## src/rtl/decode_stage.sv

```systemverilog
// rtl/decode_stage.sv - RV32I decode stage with a DEPTH-entry output FIFO and flush.
// Defining RV_M_EXT_EN adds RV32M decode and drives mul_div.
module decode_stage #(
  parameter int XLEN  = 32,
  parameter int DEPTH = 2
) (
  input  logic                         clk,
  input  logic                         reset,
  input  logic                         flush,
  input  logic                         in_valid,
  output logic                         in_ready,
  input  logic [31:0]                  instr,
  input  logic [XLEN-1:0]              in_pc,
  output logic                         out_valid,
  input  logic                         out_ready,
  output logic [XLEN-1:0]              out_pc,
  output logic [15:0]                  op_code,
  output logic [XLEN-1:0]              imm,
  output logic [4:0]                   rs1_sel,
  output logic [4:0]                   rs2_sel,
  output logic [4:0]                   rd_sel,
  output logic                         alu_sel,
  output logic [1:0]                   rd_data_sel,
  output logic                         reg_w,
  output logic                         data_w,
  output logic                         data_r,
  output logic                         unsigned_value,
  output logic                         branch,
  output logic                         load_pc,
  output logic [1:0]                   data_size,
  output logic                         illegal,
  output logic                         mul_div,
  output logic [$clog2(DEPTH+1)-1:0]   count
);

  localparam int PTR_W = (DEPTH > 1) ? $clog2(DEPTH) : 1;
  localparam int CNT_W = $clog2(DEPTH+1);

  localparam logic [6:0] OPC_LUI    = 7'b0110111;
  localparam logic [6:0] OPC_AUIPC  = 7'b0010111;
  localparam logic [6:0] OPC_JAL    = 7'b1101111;
  localparam logic [6:0] OPC_JALR   = 7'b1100111;
  localparam logic [6:0] OPC_BRANCH = 7'b1100011;
  localparam logic [6:0] OPC_LOAD   = 7'b0000011;
  localparam logic [6:0] OPC_STORE  = 7'b0100011;
  localparam logic [6:0] OPC_OPIMM  = 7'b0010011;
  localparam logic [6:0] OPC_OP     = 7'b0110011;
  localparam logic [6:0] OPC_MISC   = 7'b0001111;

  typedef struct packed {
    logic [XLEN-1:0] pc;
    logic [15:0]     op_code;
    logic [XLEN-1:0] imm;
    logic [4:0]      rs1;
    logic [4:0]      rs2;
    logic [4:0]      rd;
    logic            alu_sel;
    logic [1:0]      rd_data_sel;
    logic            reg_w;
    logic            data_w;
    logic            data_r;
    logic            unsigned_value;
    logic            branch;
    logic            load_pc;
    logic [1:0]      data_size;
    logic            illegal;
    logic            mul_div;
  } entry_t;

  logic [6:0]  opc;
  logic [6:0]  f7;
  logic [2:0]  f3;
  logic [31:0] i_imm, s_imm, b_imm, u_imm, j_imm, shamt;
  logic [31:0] imm32;
  logic        legal;
  entry_t      dec;

  assign opc   = instr[6:0];
  assign f3    = instr[14:12];
  assign f7    = instr[31:25];
  assign i_imm = {{20{instr[31]}}, instr[31:20]};
  assign s_imm = {{20{instr[31]}}, instr[31:25], instr[11:7]};
  assign b_imm = {{19{instr[31]}}, instr[31], instr[7], instr[30:25], instr[11:8], 1'b0};
  assign u_imm = {instr[31:12], 12'b0};
  assign j_imm = {{11{instr[31]}}, instr[31], instr[19:12], instr[20], instr[30:21], 1'b0};
  assign shamt = {27'b0, instr[24:20]};

  // op_code drops funct7[6], which is zero in every RV32I/RV32M encoding
  always_comb begin
    dec    = '0;
    imm32  = '0;
    legal  = 1'b0;
    dec.pc = in_pc;
    case (opc)
      OPC_LUI: begin
        legal = 1'b1; dec.rd = instr[11:7]; dec.reg_w = 1'b1;
        dec.rd_data_sel = 2'b10; imm32 = u_imm; dec.op_code = {9'b0, opc};
      end
      OPC_AUIPC: begin
        legal = 1'b1; dec.rd = instr[11:7]; dec.reg_w = 1'b1; dec.alu_sel = 1'b1;
        dec.load_pc = 1'b1; imm32 = u_imm; dec.op_code = {9'b0, opc};
      end
      OPC_JAL: begin
        legal = 1'b1; dec.rd = instr[11:7]; dec.reg_w = 1'b1; dec.alu_sel = 1'b1;
        dec.load_pc = 1'b1; dec.rd_data_sel = 2'b11; imm32 = j_imm; dec.op_code = {9'b0, opc};
      end
      OPC_JALR: begin
        legal = (f3 == 3'b000); dec.rd = instr[11:7]; dec.rs1 = instr[19:15];
        dec.reg_w = 1'b1; dec.alu_sel = 1'b1; dec.rd_data_sel = 2'b11;
        imm32 = i_imm; dec.op_code = {6'b0, f3, opc};
      end
      OPC_BRANCH: begin
        legal = (f3 != 3'b010) && (f3 != 3'b011); dec.rs1 = instr[19:15]; dec.rs2 = instr[24:20];
        dec.branch = 1'b1; dec.alu_sel = 1'b1; imm32 = b_imm; dec.op_code = {6'b0, f3, opc};
      end
      OPC_LOAD: begin
        legal = f3 inside {3'b000, 3'b001, 3'b010, 3'b100, 3'b101};
        dec.rd = instr[11:7]; dec.rs1 = instr[19:15]; dec.reg_w = 1'b1; dec.alu_sel = 1'b1;
        dec.data_r = 1'b1; dec.rd_data_sel = 2'b01; dec.unsigned_value = f3[2];
        dec.data_size = f3[1:0]; imm32 = i_imm; dec.op_code = {6'b0, f3, opc};
      end
      OPC_STORE: begin
        legal = (f3 < 3'b011); dec.rs1 = instr[19:15]; dec.rs2 = instr[24:20];
        dec.alu_sel = 1'b1; dec.data_w = 1'b1; dec.data_size = f3[1:0];
        imm32 = s_imm; dec.op_code = {6'b0, f3, opc};
      end
      OPC_OPIMM: begin
        dec.rd = instr[11:7]; dec.rs1 = instr[19:15]; dec.reg_w = 1'b1; dec.alu_sel = 1'b1;
        dec.unsigned_value = (f3 == 3'b011);
        if (f3 == 3'b001 || f3 == 3'b101) begin
          legal = (f7 == 7'b0000000) || (f3 == 3'b101 && f7 == 7'b0100000);
          imm32 = shamt; dec.op_code = {f7[5:0], f3, opc};
        end else begin
          legal = 1'b1; imm32 = i_imm; dec.op_code = {6'b0, f3, opc};
        end
      end
      OPC_OP: begin
        dec.rd = instr[11:7]; dec.rs1 = instr[19:15]; dec.rs2 = instr[24:20];
        dec.reg_w = 1'b1; dec.alu_sel = 1'b1; dec.op_code = {f7[5:0], f3, opc};
        legal = (f7 == 7'b0000000) || (f7 == 7'b0100000 && (f3 == 3'b000 || f3 == 3'b101));
`ifdef RV_M_EXT_EN
        if (f7 == 7'b0000001) begin
          legal = 1'b1; dec.mul_div = 1'b1; dec.alu_sel = 1'b0;
        end
`endif
      end
      OPC_MISC: begin
        legal = (f3 == 3'b000); dec.op_code = {6'b0, f3, opc};
      end
      default: legal = 1'b0;
    endcase
    dec.imm = XLEN'($signed(imm32));
    // illegal entries keep their PC so execute can report the faulting address
    if (!legal) begin
      dec         = '0;
      dec.pc      = in_pc;
      dec.illegal = 1'b1;
    end
  end

  entry_t            mem [DEPTH];
  entry_t            head;
  logic [PTR_W-1:0]  wr_ptr, rd_ptr;
  logic              push, pop;

  function automatic logic [PTR_W-1:0] ptr_next(input logic [PTR_W-1:0] p);
    return (p == PTR_W'(DEPTH-1)) ? '0 : p + 1'b1;
  endfunction

  assign in_ready  = (count < CNT_W'(DEPTH));
  assign out_valid = (count != '0);
  assign push      = in_valid && in_ready && !flush;
  assign pop       = out_valid && out_ready && !flush;

  always_ff @(posedge clk or posedge reset) begin
    if (reset) begin
      wr_ptr <= '0;
      rd_ptr <= '0;
      count  <= '0;
    end else if (flush) begin
      wr_ptr <= '0;
      rd_ptr <= '0;
      count  <= '0;
    end else begin
      if (push) wr_ptr <= ptr_next(wr_ptr);
      if (pop)  rd_ptr <= ptr_next(rd_ptr);
      if (push && !pop)      count <= count + 1'b1;
      else if (!push && pop) count <= count - 1'b1;
    end
  end

  always_ff @(posedge clk) begin
    if (push) mem[wr_ptr] <= dec;
  end

  assign head           = out_valid ? mem[rd_ptr] : '0;
  assign out_pc         = head.pc;
  assign op_code        = head.op_code;
  assign imm            = head.imm;
  assign rs1_sel        = head.rs1;
  assign rs2_sel        = head.rs2;
  assign rd_sel         = head.rd;
  assign alu_sel        = head.alu_sel;
  assign rd_data_sel    = head.rd_data_sel;
  assign reg_w          = head.reg_w;
  assign data_w         = head.data_w;
  assign data_r         = head.data_r;
  assign unsigned_value = head.unsigned_value;
  assign branch         = head.branch;
  assign load_pc        = head.load_pc;
  assign data_size      = head.data_size;
  assign illegal        = head.illegal;
  assign mul_div        = head.mul_div;

endmodule

```

## config.mk

```make
export PLATFORM = sky130hd
export DESIGN_NAME = decode_stage
export DESIGN_NICKNAME = d
export VERILOG_FILES = /design/src/rtl/decode_stage.sv
export SDC_FILE = /design/constraint.sdc
export NUM_CORES = 1
export LEC_CHECK = 0
export BUFFER_PORTS_ARGS = -buffer_cell sky130_fd_sc_hd__buf_2
export CORE_ASPECT_RATIO = 1.5
export CORE_MARGIN = 5
export CORE_UTILIZATION = 57
export CTS_BUF_LIST = sky130_fd_sc_hd__clkbuf_4 sky130_fd_sc_hd__clkbuf_8
export CTS_CLUSTER_SIZE = 12
export DETAILED_ROUTE_END_ITERATION = 10
export HOLD_SLACK_MARGIN = 0.1
export PLACE_DENSITY_LB_ADDON = 0.1
export SETUP_SLACK_MARGIN = 0.2
export SLEW_MARGIN = 20
export SYNTH_ARGS = -nofsm -noshare
export SYNTH_HDL_FRONTEND = slang
export SYNTH_SLANG_ARGS = --single-unit
export TNS_END_PERCENT = 30
```

## constraint.sdc

```tcl
create_clock -name clk -period 13 [get_ports clk]
set_clock_uncertainty 0.1 [all_clocks]
set_input_delay 1.95 -clock clk [delete_from_list [all_inputs] [get_ports clk]]
set_output_delay 1.95 -clock clk [all_outputs]
set_load 0.005 [all_outputs]
```

==> out/qor.log <==
INFO  layout         design.final.nets=939
INFO  global_routing overflow=0
INFO  power_and_ir_drop power.static_leakage=4.095nW
INFO  global_routing grt_antenna_before_repair=0
INFO  critical_path  timing.critical_path.required=10.95ns
INFO  critical_path  start_kind=flop
INFO  layout         num_antenna_cells=0
INFO  yosys          netlist.area_leader.share=68.55%
INFO  placed_design  dpl.hpwl=14250µm
INFO  cts            maximum_level_of_the_cts_h_tree=1
INFO  timing         final.hold.worst_slack=0.4792ns
INFO  cts            clk_pin_slew_worst_paths=0.06ns
INFO  die            design.die.area=19160µm²
INFO  cts            cts_made_buffers=31
INFO  detailed_routing route.detailed.drc=0
INFO  yosys          async_reset_ff_share=1.835%
INFO  cts            cts_num_sinks=218
INFO  timing         setup_viol_count_final=0
INFO  yosys          yosys-top-cells-count=214 x sky130_fd_sc_hd__edfxtp_1, 140 x sky130_fd_sc_hd__nor2_1, 108 x sky130_fd_sc_hd__mux2i_1, 34 x sky130_fd_sc_hd__nand2_1, 26 x sky130_fd_sc_hd__a21oi_1
INFO  yosys          synth_cells=681
INFO  yosys          synthDominantAreaCellType=sky130_fd_sc_hd__edfxtp_1
INFO  status         status=finished clean
INFO  timing         post-route-period-util=39.69%
INFO  critical_path  reg2reg_depth=5
INFO  power_and_ir_drop cell_internal_pwr=1.119mW
INFO  yosys          synth_sequential_area_ratio=69.62%
INFO  timing         timing.slew.headroom=25.53%
INFO  timing         report.final.slew_viol_count=0
INFO  cts            post_cts_buffers=0
INFO  critical_path  cp.arrival=3.11ns
INFO  min_path       min_delay_path_depth=2
INFO  power_and_ir_drop p_seq_share=56.1%
INFO  yosys          synth.yosys.warnings=0
INFO  power_and_ir_drop net-switching-power=324.2µW
INFO  yosys          yosys_reg_bits=218
INFO  layout         area_delta_synth_final=17.82%
INFO  cts            worst_skew_pair.late_latency=0.54ns
INFO  min_path       worstHoldPathType=reg -> reg
INFO  die            die_h=167.1µm
INFO  power_and_ir_drop switching_part_of_the_total_power=22.46%
INFO  power_and_ir_drop power_per_cell_area=130.7nW/µm²
INFO  cts            tritoncts=built
INFO  run            timing.max_cap.violations=0
INFO  global_routing grt_start_max_net_pins=109
INFO  critical_path  worstSetupPathType=reg -> out
INFO  global_routing grt_first_pass_wirelength=33020µm
INFO  global_routing via_count_of_the_first_global_routing_pass=6265
INFO  timing         hold_violations=0
INFO  critical_path  path_max_fanout=60
INFO  cts            cts.root.buffer_cell=sky130_fd_sc_hd__clkbuf_8
INFO  die            io_pins=181
INFO  timing         worst-slew-pin-transition=1.112ns
INFO  detailed_routing drt_wl_total=21250µm
INFO  detailed_routing vias=6191
INFO  yosys          synth_top_cells_by_area=sky130_fd_sc_hd__edfxtp_1 69%, sky130_fd_sc_hd__mux2i_1 12%, sky130_fd_sc_hd__nor2_1 5.6%
INFO  yosys          yosysUniqueCellTypes=53
INFO  timing         final.setup.tns=0ns
INFO  die            row_count=57
INFO  cts            cts_buffer_depth=3
INFO  timing         f_max=0.1938GHz
INFO  cts            post_cts_hold_buffer_count=0
INFO  timing         grt_setup_unrepaired=no
INFO  die            die_x_extent=114.7µm
INFO  die            floorplan.core_area=16190µm²
INFO  cts            postCtsResizedCells=0
INFO  power_and_ir_drop ir_worst_vdd=0.08499mV
INFO  die            initial_util=57.90%
INFO  detailed_routing ant_nets=0
INFO  detailed_routing violation_count_after_the_first_detailed_routing_iteration=473
INFO  yosys          dominant_register_cell_in_the_synthesized_netlist=sky130_fd_sc_hd__edfxtp_1
INFO  detailed_routing post_drt_via_cell_ratio=5.638
INFO  yosys          syn_avg_cell_area=13.77µm²
INFO  yosys          synth_edf_count=214
INFO  placed_design  globalplace.congestion=1.015
INFO  yosys          syn-cell-area=9374µm²
INFO  detailed_routing detailedRoute.firstPassIterationCount=7
INFO  power_and_ir_drop power.combinational.fraction=9.3%
INFO  power_and_ir_drop clock_power_share=34.5%
INFO  timing         final_period_minus_worst_setup_slack=5.160ns
INFO  detailed_routing avgRoutedWirePerCell=19.35µm
INFO  placed_design  port_buf_inserts=179
INFO  critical_path  setup.worst_path.end_class=primary output
INFO  yosys          yosysMostFrequentCell=sky130_fd_sc_hd__edfxtp_1
INFO  layout         post_route_cells_drive_above_1_share=27.91%
INFO  global_routing grt_use_total=21.83%
-- final timing paths --
kind | start | to | slack, ns
setup / recovery | rd_ptr$_DFFE_PP0P_ | op_code[8] | 7.84
hold / removal | wr_ptr$_DFFE_PP0P_ | wr_ptr$_DFFE_PP0P_ | 0.48
setup reg to reg | count[1]$_DFFE_PP0P_ | mem[1][107]$_DFFE_PP_ | 10.29
hold reg to reg | wr_ptr$_DFFE_PP0P_ | wr_ptr$_DFFE_PP0P_ | 0.48
max in group asynchronous | reset | rd_ptr$_DFFE_PP0P_ | 11.44
min in group asynchronous | reset | rd_ptr$_DFFE_PP0P_ | 1.19
-- area by class of cell --
class / instances / area [µm²]
timing repair buffer: 186 / 952.2
tap: 206 / 257.7
clock buffer: 46 / 551.8
multi-input combinational: 425 / 2685
clock inverter: 9 / 35.03
fill: 1204 / 5145
inverter: 8 / 32.53
sequential: 218 / 6530
-- logic make-up after synthesis --
| kind of cell | count (synthesis) | synth area share (%) |
|---|---|---|
| XOR/XNOR | 4 | 0.3737 |
| multiplexers | 108 | 11.53 |
| AND/OR/NAND/NOR | 244 | 12.39 |
| AO/OA/AOI/OAI | 58 | 3.724 |
| flip-flops | 218 | 69.62 |
| buffers and inverters | 48 | 2.322 |
| other | 1 | 0.04000 |
-- power groups by stage --
stage	Sequential, mW	Clock (mW)	Combinational [mW]
final	0.810	0.499	0.135
after CTS	0.810	0.513	0.136
after floorplan	0.824	0	0.0844
after global placement	0.823	0	0.133
after global routing	0.812	0.546	0.148
after detailed placement	0.825	0	0.136
-- per-stage QoR --
step                instances  area [µm²]  setup WS, ns  power (mW)  utilization (%)
finish                   1098       11040         7.840       1.443            68.22
global route             1098       11040         7.670       1.506            68.22
CTS                      1098       11040         7.742       1.460            68.20
detailed placement       1043       10450         8.014      0.9611            64.57
global placement         1043       10450         8.212      0.9565            64.57
floorplan                 691        9412         2.346      0.9082                -
-- metal layers --
| layer | up-vias | wire length [µm] | global-route usage, % |
|---|---|---|---|
| met5 | - | 0 | 0 |
| met2 | 293 | 10910 | 36.81 |
| met1 | 2977 | 8113 | 28.13 |
| met4 | 0 | 636 | 8.018 |
| li1 | 2868 | - | - |
| met3 | 53 | 1585 | 3.993 |
-- critical path, cell delays in order (launching register included) --
cell and delay, ns:
sky130_fd_sc_hd__dfrtp_4 1.02, sky130_fd_sc_hd__buf_4 0.92, sky130_fd_sc_hd__mux2i_1 0.37, sky130_fd_sc_hd__nor2_1 0.07, sky130_fd_sc_hd__buf_2 0.16
-- registers in the layout (all words and copies together) (netlist names) --
register and cells:
mem 214, count 2, rd_ptr 1, wr_ptr 1
-- layout by cell type (no fill, tap or decap), types with 2 or more instances in the layout --
cell	netlist	layout
sky130_fd_sc_hd__nor3b_2	1	2
sky130_fd_sc_hd__clkbuf_8	0	33
sky130_fd_sc_hd__nand2_1	34	34
sky130_fd_sc_hd__nor2_1	140	139
sky130_fd_sc_hd__o22ai_1	2	2
sky130_fd_sc_hd__and2_1	7	7
sky130_fd_sc_hd__edfxtp_1	214	214
sky130_fd_sc_hd__nor3_2	5	6
sky130_fd_sc_hd__and3_1	17	17
sky130_fd_sc_hd__nand4_1	3	3
sky130_fd_sc_hd__a22oi_1	4	4
sky130_fd_sc_hd__clkinv_1	0	8
sky130_fd_sc_hd__buf_4	2	6
sky130_fd_sc_hd__nor3b_1	5	4
sky130_fd_sc_hd__dfrtp_1	4	3
sky130_fd_sc_hd__nand2b_1	4	4
sky130_fd_sc_hd__nor3_1	7	6
sky130_fd_sc_hd__clkbuf_4	0	13
sky130_fd_sc_hd__buf_2	10	179
sky130_fd_sc_hd__o21ai_0	13	13
sky130_fd_sc_hd__xor2_1	4	4
sky130_fd_sc_hd__conb_1	1	11
sky130_fd_sc_hd__mux2i_1	108	108
sky130_fd_sc_hd__nor2b_1	3	3
sky130_fd_sc_hd__a21oi_1	26	26
sky130_fd_sc_hd__nand3_1	6	6
sky130_fd_sc_hd__inv_1	7	7
Note: power is estimated with default switching activity, not from simulation.
